### src/rtl/fib_sequencer_pkg.sv
// rtl/fib_sequencer_pkg.sv - shared state encoding, widths and helpers for the Fibonacci sequencer
package fib_sequencer_pkg;

  localparam int STEP_W = 8;

  typedef enum logic [2:0] {
    ST_IDLE  = 3'd0,
    ST_SHOW  = 3'd1,
    ST_DWELL = 3'd2,
    ST_CALC  = 3'd3,
    ST_DONE  = 3'd4
  } fib_state_t;

  // A run is in progress from the first offered value until DONE/IDLE.
  function automatic logic is_busy(input fib_state_t s);
    return (s == ST_SHOW) || (s == ST_DWELL) || (s == ST_CALC);
  endfunction

endpackage

### src/rtl/fib_sequencer_sync_edge.sv
// rtl/fib_sequencer_sync_edge.sv - two-flop synchroniser with single-cycle rising-edge pulse
module fib_sequencer_sync_edge (
  input  logic clk,
  input  logic reset,
  input  logic async_in,
  output logic rise
);

  logic meta;
  logic sync;
  logic prev;

  // Resynchronise the button and remember its last synchronised level.
  always_ff @(posedge clk) begin
    if (reset) begin
      meta <= 1'b0;
      sync <= 1'b0;
      prev <= 1'b0;
    end else begin
      meta <= async_in;
      sync <= meta;
      prev <= sync;
    end
  end

  // High for exactly one cycle per press, two edges after the input rises.
  assign rise = sync & ~prev;

endmodule

### src/rtl/fib_sequencer.sv
// rtl/fib_sequencer.sv - seeds, runs and paces a Fibonacci sequence towards the LCD value path
module fib_sequencer
  import fib_sequencer_pkg::*;
#(
  parameter int WIDTH        = 16,
  parameter int SW_WIDTH     = 4,
  parameter int DWELL_CYCLES = 50_000_000,
  parameter int MAX_STEPS    = 24
) (
  input  logic                clk,
  input  logic                reset,
  input  logic [SW_WIDTH-1:0] switches,
  input  logic                SetA,
  input  logic                SetB,
  input  logic                run,
  input  logic                step,
  input  logic                display_ready,
  output logic                display_valid,
  output logic [WIDTH-1:0]    display_value,
  output logic                busy,
  output logic                overflow,
  output logic [STEP_W-1:0]   step_count
);

  localparam int DWELL_W = (DWELL_CYCLES > 1) ? $clog2(DWELL_CYCLES) : 1;
  localparam logic [DWELL_W-1:0] DWELL_LOAD = DWELL_W'(DWELL_CYCLES - 1);
  localparam logic [STEP_W-1:0]  STEP_LIMIT = STEP_W'(MAX_STEPS);

  logic seta_rise;
  logic setb_rise;
  logic run_rise;
  logic step_rise;

  logic [SW_WIDTH-1:0] sw_meta;
  logic [SW_WIDTH-1:0] sw_sync;
  logic [WIDTH-1:0]    sw_ext;

  fib_state_t          state, state_nxt;
  logic [WIDTH-1:0]    seed_a, seed_a_nxt;
  logic [WIDTH-1:0]    seed_b, seed_b_nxt;
  logic [WIDTH-1:0]    a_reg, a_nxt;
  logic [WIDTH-1:0]    b_reg, b_nxt;
  logic [DWELL_W-1:0]  dwell_cnt, dwell_nxt;
  logic                valid_nxt;
  logic [WIDTH-1:0]    value_nxt;
  logic                overflow_nxt;
  logic [STEP_W-1:0]   step_count_nxt;
  logic [WIDTH:0]      sum;

  fib_sequencer_sync_edge u_sync_seta (.clk(clk), .reset(reset), .async_in(SetA), .rise(seta_rise));
  fib_sequencer_sync_edge u_sync_setb (.clk(clk), .reset(reset), .async_in(SetB), .rise(setb_rise));
  fib_sequencer_sync_edge u_sync_run  (.clk(clk), .reset(reset), .async_in(run),  .rise(run_rise));
  fib_sequencer_sync_edge u_sync_step (.clk(clk), .reset(reset), .async_in(step), .rise(step_rise));

  // Bring the seed switches into the clock domain; they are sampled only on a Set press.
  always_ff @(posedge clk) begin
    if (reset) begin
      sw_meta <= '0;
      sw_sync <= '0;
    end else begin
      sw_meta <= switches;
      sw_sync <= sw_meta;
    end
  end

  assign sw_ext = WIDTH'(sw_sync);
  assign sum    = {1'b0, a_reg} + {1'b0, b_reg};
  assign busy   = is_busy(state);

  // Next-state and datapath decisions; every register holds unless a branch says otherwise.
  always_comb begin
    state_nxt      = state;
    seed_a_nxt     = seed_a;
    seed_b_nxt     = seed_b;
    a_nxt          = a_reg;
    b_nxt          = b_reg;
    dwell_nxt      = dwell_cnt;
    valid_nxt      = display_valid;
    value_nxt      = display_value;
    overflow_nxt   = overflow;
    step_count_nxt = step_count;

    if (is_busy(state) && run_rise) begin
      // Abort: drop the offer, keep the count and the last shown value.
      state_nxt = ST_IDLE;
      valid_nxt = 1'b0;
    end else begin
      case (state)
        ST_IDLE, ST_DONE: begin
          if (run_rise) begin
            a_nxt          = seed_a;
            b_nxt          = seed_b;
            step_count_nxt = '0;
            overflow_nxt   = 1'b0;
            value_nxt      = seed_a;
            valid_nxt      = 1'b1;
            state_nxt      = ST_SHOW;
          end else if (seta_rise || setb_rise) begin
            if (seta_rise) seed_a_nxt = sw_ext;
            if (setb_rise) seed_b_nxt = sw_ext;
            value_nxt = sw_ext;
            state_nxt = ST_IDLE;
          end
        end
        ST_SHOW: begin
          if (display_valid && display_ready) begin
            valid_nxt      = 1'b0;
            step_count_nxt = step_count + 1'b1;
            dwell_nxt      = DWELL_LOAD;
            state_nxt      = ST_DWELL;
          end
        end
        ST_DWELL: begin
          if ((dwell_cnt == '0) || step_rise) begin
            state_nxt = (step_count == STEP_LIMIT) ? ST_DONE : ST_CALC;
          end else begin
            dwell_nxt = dwell_cnt - 1'b1;
          end
        end
        ST_CALC: begin
          if (step_count == STEP_W'(1)) begin
            // Second value is the B seed itself; no addition yet.
            value_nxt = b_reg;
            valid_nxt = 1'b1;
            state_nxt = ST_SHOW;
          end else if (sum[WIDTH]) begin
            overflow_nxt = 1'b1;
            state_nxt    = ST_DONE;
          end else begin
            a_nxt     = b_reg;
            b_nxt     = sum[WIDTH-1:0];
            value_nxt = sum[WIDTH-1:0];
            valid_nxt = 1'b1;
            state_nxt = ST_SHOW;
          end
        end
        default: begin
          state_nxt = ST_IDLE;
        end
      endcase
    end
  end

  // Register the controller state, the seeds, the working pair and the outputs.
  always_ff @(posedge clk) begin
    if (reset) begin
      state         <= ST_IDLE;
      seed_a        <= '0;
      seed_b        <= '0;
      a_reg         <= '0;
      b_reg         <= '0;
      dwell_cnt     <= '0;
      display_valid <= 1'b0;
      display_value <= '0;
      overflow      <= 1'b0;
      step_count    <= '0;
    end else begin
      state         <= state_nxt;
      seed_a        <= seed_a_nxt;
      seed_b        <= seed_b_nxt;
      a_reg         <= a_nxt;
      b_reg         <= b_nxt;
      dwell_cnt     <= dwell_nxt;
      display_valid <= valid_nxt;
      display_value <= value_nxt;
      overflow      <= overflow_nxt;
      step_count    <= step_count_nxt;
    end
  end

endmodule
### config.mk
export PLATFORM = sky130hd
export DESIGN_NAME = fib_sequencer
export DESIGN_NICKNAME = d
export VERILOG_FILES = /design/src/rtl/fib_sequencer_pkg.sv /design/src/rtl/fib_sequencer_sync_edge.sv /design/src/rtl/fib_sequencer.sv
export SDC_FILE = /design/constraint.sdc
export NUM_CORES = 1
export LEC_CHECK = 0
export ABC_AREA = 1
export BUFFER_PORTS_ARGS = -buffer_cell sky130_fd_sc_hd__buf_2
export CORE_MARGIN = 2
export CORE_UTILIZATION = 56
export CTS_CLUSTER_SIZE = 10
export DETAILED_ROUTE_END_ITERATION = 8
export GPL_TIMING_DRIVEN = 0
export PLACE_DENSITY = 0.77
export SLEW_MARGIN = 20
export SYNTH_ARGS = -nofsm -noshare
export SYNTH_HDL_FRONTEND = slang
export SYNTH_SLANG_ARGS = --single-unit
### constraint.sdc
create_clock -name clk -period 2.15 [get_ports clk]
set_input_delay 0.43 -clock clk [delete_from_list [all_inputs] [get_ports clk]]
set_output_delay 0.43 -clock clk [all_outputs]
set_load 0.03 [all_outputs]
==> results.sh <==
export IMPL_status="finished with violations"
export IMPL_violations="design-rule violations, negative setup slack"
export IMPL_ir_drop_uv=1080
export IMPL_drive_gt1_share_pct=23.7
export IMPL_grt_util_met2_pct=48.7
export IMPL_final_setup_viol_count=28
export IMPL_post_route_min_period_ps=2310
export IMPL_fillCellCount=918
export IMPL_core_area_um2=11500
export IMPL_cp_common_cell="nand2_2"
export IMPL_wl_per_cell_um=15.3
export IMPL_hold_depth=3
export IMPL_clockRootBuffer="clkbuf_16"
export IMPL_synth_most_common_cell="nand2_1"
export IMPL_grt_total_usage_pct=29.1
export IMPL_hold_path_end="sw_meta[3]"
export IMPL_final_period_utilization_pct=107
export IMPL_path_clk_slew_ps=60
export IMPL_gr_usage_met3_pct=7.23
export IMPL_netlist_area_leader_share_pct=34.5
export IMPL_die_height_um=113
export IMPL_cts_buffer_depth=2
export IMPL_use_met1_pct=36.4
export IMPL_synthCells=1010
export IMPL_synth_top_cells_by_count="287 x nand2_1, 147 x nor2_1, 115 x dfxtp_1, 103 x inv_1, 71 x a21oi_1"
export IMPL_final_hold_violation_count=0
export IMPL_die_area_um2=12800
export IMPL_holdCritStartpoint="switches[3]"
export IMPL_synth_fp_nets=1042
export IMPL_power_mw=6.31
export IMPL_rsz0062_at_grt="yes"
export IMPL_synth_top_area_cell="dfxtp_1"
export IMPL_r2r_start="a_reg[0]"
export IMPL_maxSlewViolCount=0
export IMPL_fin_tns_setup_ps=-2390
export IMPL_hpwl_um=12300
export IMPL_fin_util_pct=72.0
export IMPL_synth_edff_count=0
export IMPL_top_usage_layer="met2"
export IMPL_clock_sinks=115
export IMPL_crit_arrival_ps=2650
export IMPL_synth_area_leaders="dfxtp_1 35%, nand2_1 16%, nor2_1 8.3%"
export IMPL_syn_area_um2=6660
export IMPL_worstReg2RegEnd="b_reg[13]"
export IMPL_die_w_um=113
export IMPL_cts_buffers=17
export IMPL_timing_max_cap_violations=0
export IMPL_synth_seq_cells=115
export IMPL_drcViolationCount=1
export IMPL_start_kind="flip-flop"
export IMPL_wl_um=19100
export IMPL_skew_ps=9.72
export IMPL_power_density_nw_per_um2=761
export IMPL_largest_reg_flops=26
export IMPL_antenna_found_initial=0
export IMPL_fin_nets=1121
export IMPL_holdCritPathClass="input port to flip-flop"
export IMPL_via_per_inst=5.41
export IMPL_ios=38
export IMPL_initial_core_util_pct=57.9
export IMPL_grt_pass1_vias=6331
export IMPL_insertion_delay_ps=420
export IMPL_cp_max_fo=5
export IMPL_crit_type="flip-flop to flip-flop"
export IMPL_worstPathCellList="ha_4, fa_2, nand2_2, nand2_1, nand3b_1, nand2_2, nand2_4, nand2_8, nor3_4, buf_6, buf_6, buf_8, nand2_2, a21oi_2"
export IMPL_synth_warnings=0
export IMPL_cp_slowest_cell="fa_2"
export IMPL_grt_overflow=0
export IMPL_worst_r2r_cell_count=14
export IMPL_io_buffers=37
export IMPL_worst_pin_slew_ps=856
export IMPL_drtIter0Drc=593
export IMPL_maxSlewHeadroom_pct=43.0
export IMPL_ff2ff_setup_slack_ps=-160
export IMPL_place_congestion=0.966
export IMPL_startpoint="a_reg[0]"
export IMPL_ant_nets=0
export IMPL_synth_distinct_cells=38
export IMPL_rows=39
export IMPL_end_kind="flip-flop"
export IMPL_p_leak_nw=3.92
export IMPL_setup_ws_ps=-161
export IMPL_grt_max_degree=17
export IMPL_ys_async_sr_fraction_pct=0
export IMPL_antenna_cells=0
export IMPL_grt_pass1_wl_um=29900
export IMPL_num_vias=6738
export IMPL_synth_seq_area_share_pct=34.5
export IMPL_first_pass_iters=7
export IMPL_top_register="dwell_cnt"
export IMPL_ys_flop_type="dfxtp_1"
export IMPL_htree_levels=4
export IMPL_timing_fmax_mhz=433
export IMPL_area_growth_pct=24.4
export IMPL_synth_area_per_cell_um2=6.60
export IMPL_cp_required_ps=2480
export IMPL_cpPeakStageDelay_ps=370
export IMPL_cts_tree="built"
[power by group]
part	leakage [nW]	switching, mW	total [mW]	internal (mW)
Clock	0.297	1.02	2.99	1.97
Sequential	0.937	0.0561	2.27	2.21
Combinational	2.69	0.661	1.05	0.388
Total	3.92	1.74	6.31	4.57
[kinds of logic (layout without fill, tap and decap cells)]
kind of cell | after synthesis | in the layout | synth area share [%]
AND/OR/NAND/NOR | 573 | 573 | 37.5
buffers and inverters | 143 | 235 | 8.92
AO/OA/AOI/OAI | 140 | 140 | 12.6
flip-flops | 115 | 115 | 34.5
adder cells (fa/ha/maj) | 21 | 21 | 4.06
XOR/XNOR | 18 | 18 | 2.37
[cell usage in the layout (no fill, tap or decap), types with 24 or more instances in the layout]
cell,synthesis,routed
nand2_1,287,263
nor2_1,147,138
dfxtp_1,115,108
inv_1,103,103
a21oi_1,71,66
nand3_1,55,54
buf_2,7,42
nand2_2,26,34
o21ai_0,38,31
a21oi_2,21,24
[area by class of cell]
| cell class | instances | area, um^2 | share of cell area [%] |
|---|---|---|---|
| Multi-Input combinational cell | 752 | 4120 | 49.6 |
| Sequential cell | 115 | 2310 | 27.9 |
| Clock buffer | 20 | 447 | 5.39 |
| Inverter | 113 | 424 | 5.11 |
| Timing Repair Buffer | 60 | 417 | 5.02 |
| Buffer | 30 | 221 | 2.67 |
| Clock inverter | 12 | 179 | 2.16 |
| Tap cell | 143 | 179 | 2.16 |
[through the flow]
stage,worst slack (ps),hold slack [ps],cell area [um^2],instances
finish,-161,207,8290,1245
global route,-226,215,8290,1245
CTS,-65.2,205,7880,1239
detailed placement,-452,393,7030,1190
global placement,-427,388,7030,1190
floorplan,87.8,388,6660,1010
[routing by layer]
layer	vias to the layer above	share of wire (%)
li1	3348	-
met1	3063	42
met2	271	48
met3	56	7.5
met4	0	2.7
met5	-	0
[worst max-delay path: cells and delay by family, from the launching register on]
family	cells	cell delay, ps
AO/OA/AOI/OAI	1	110
adder cells (fa/ha/maj)	2	540
flip-flops	1	340
AND/OR/NAND/NOR	8	810
buffers and inverters	3	410
[timing repair]
item                                    CTS  global route
gates resized for setup                  29            96
endpoints found under the setup margin   49            75
hold buffers                              0             0
cloned                                    2             1
pin swaps                                33            22
hold endpoints to repair                  0             0
setup buffers                            15             7
[worst max path at each step]
stage	cells after the start	endpoint	slack [ps]
after floorplan	12	b_reg[7]	90
after global placement	12	display_value[11]	-430
after detailed placement	12	display_value[12]	-450
after CTS	13	a_reg[10]	-70
after global routing	13	b_reg[8]	-230
final	14	b_reg[13]	-160
No activity file was read; power rests on OpenSTA's default activity.
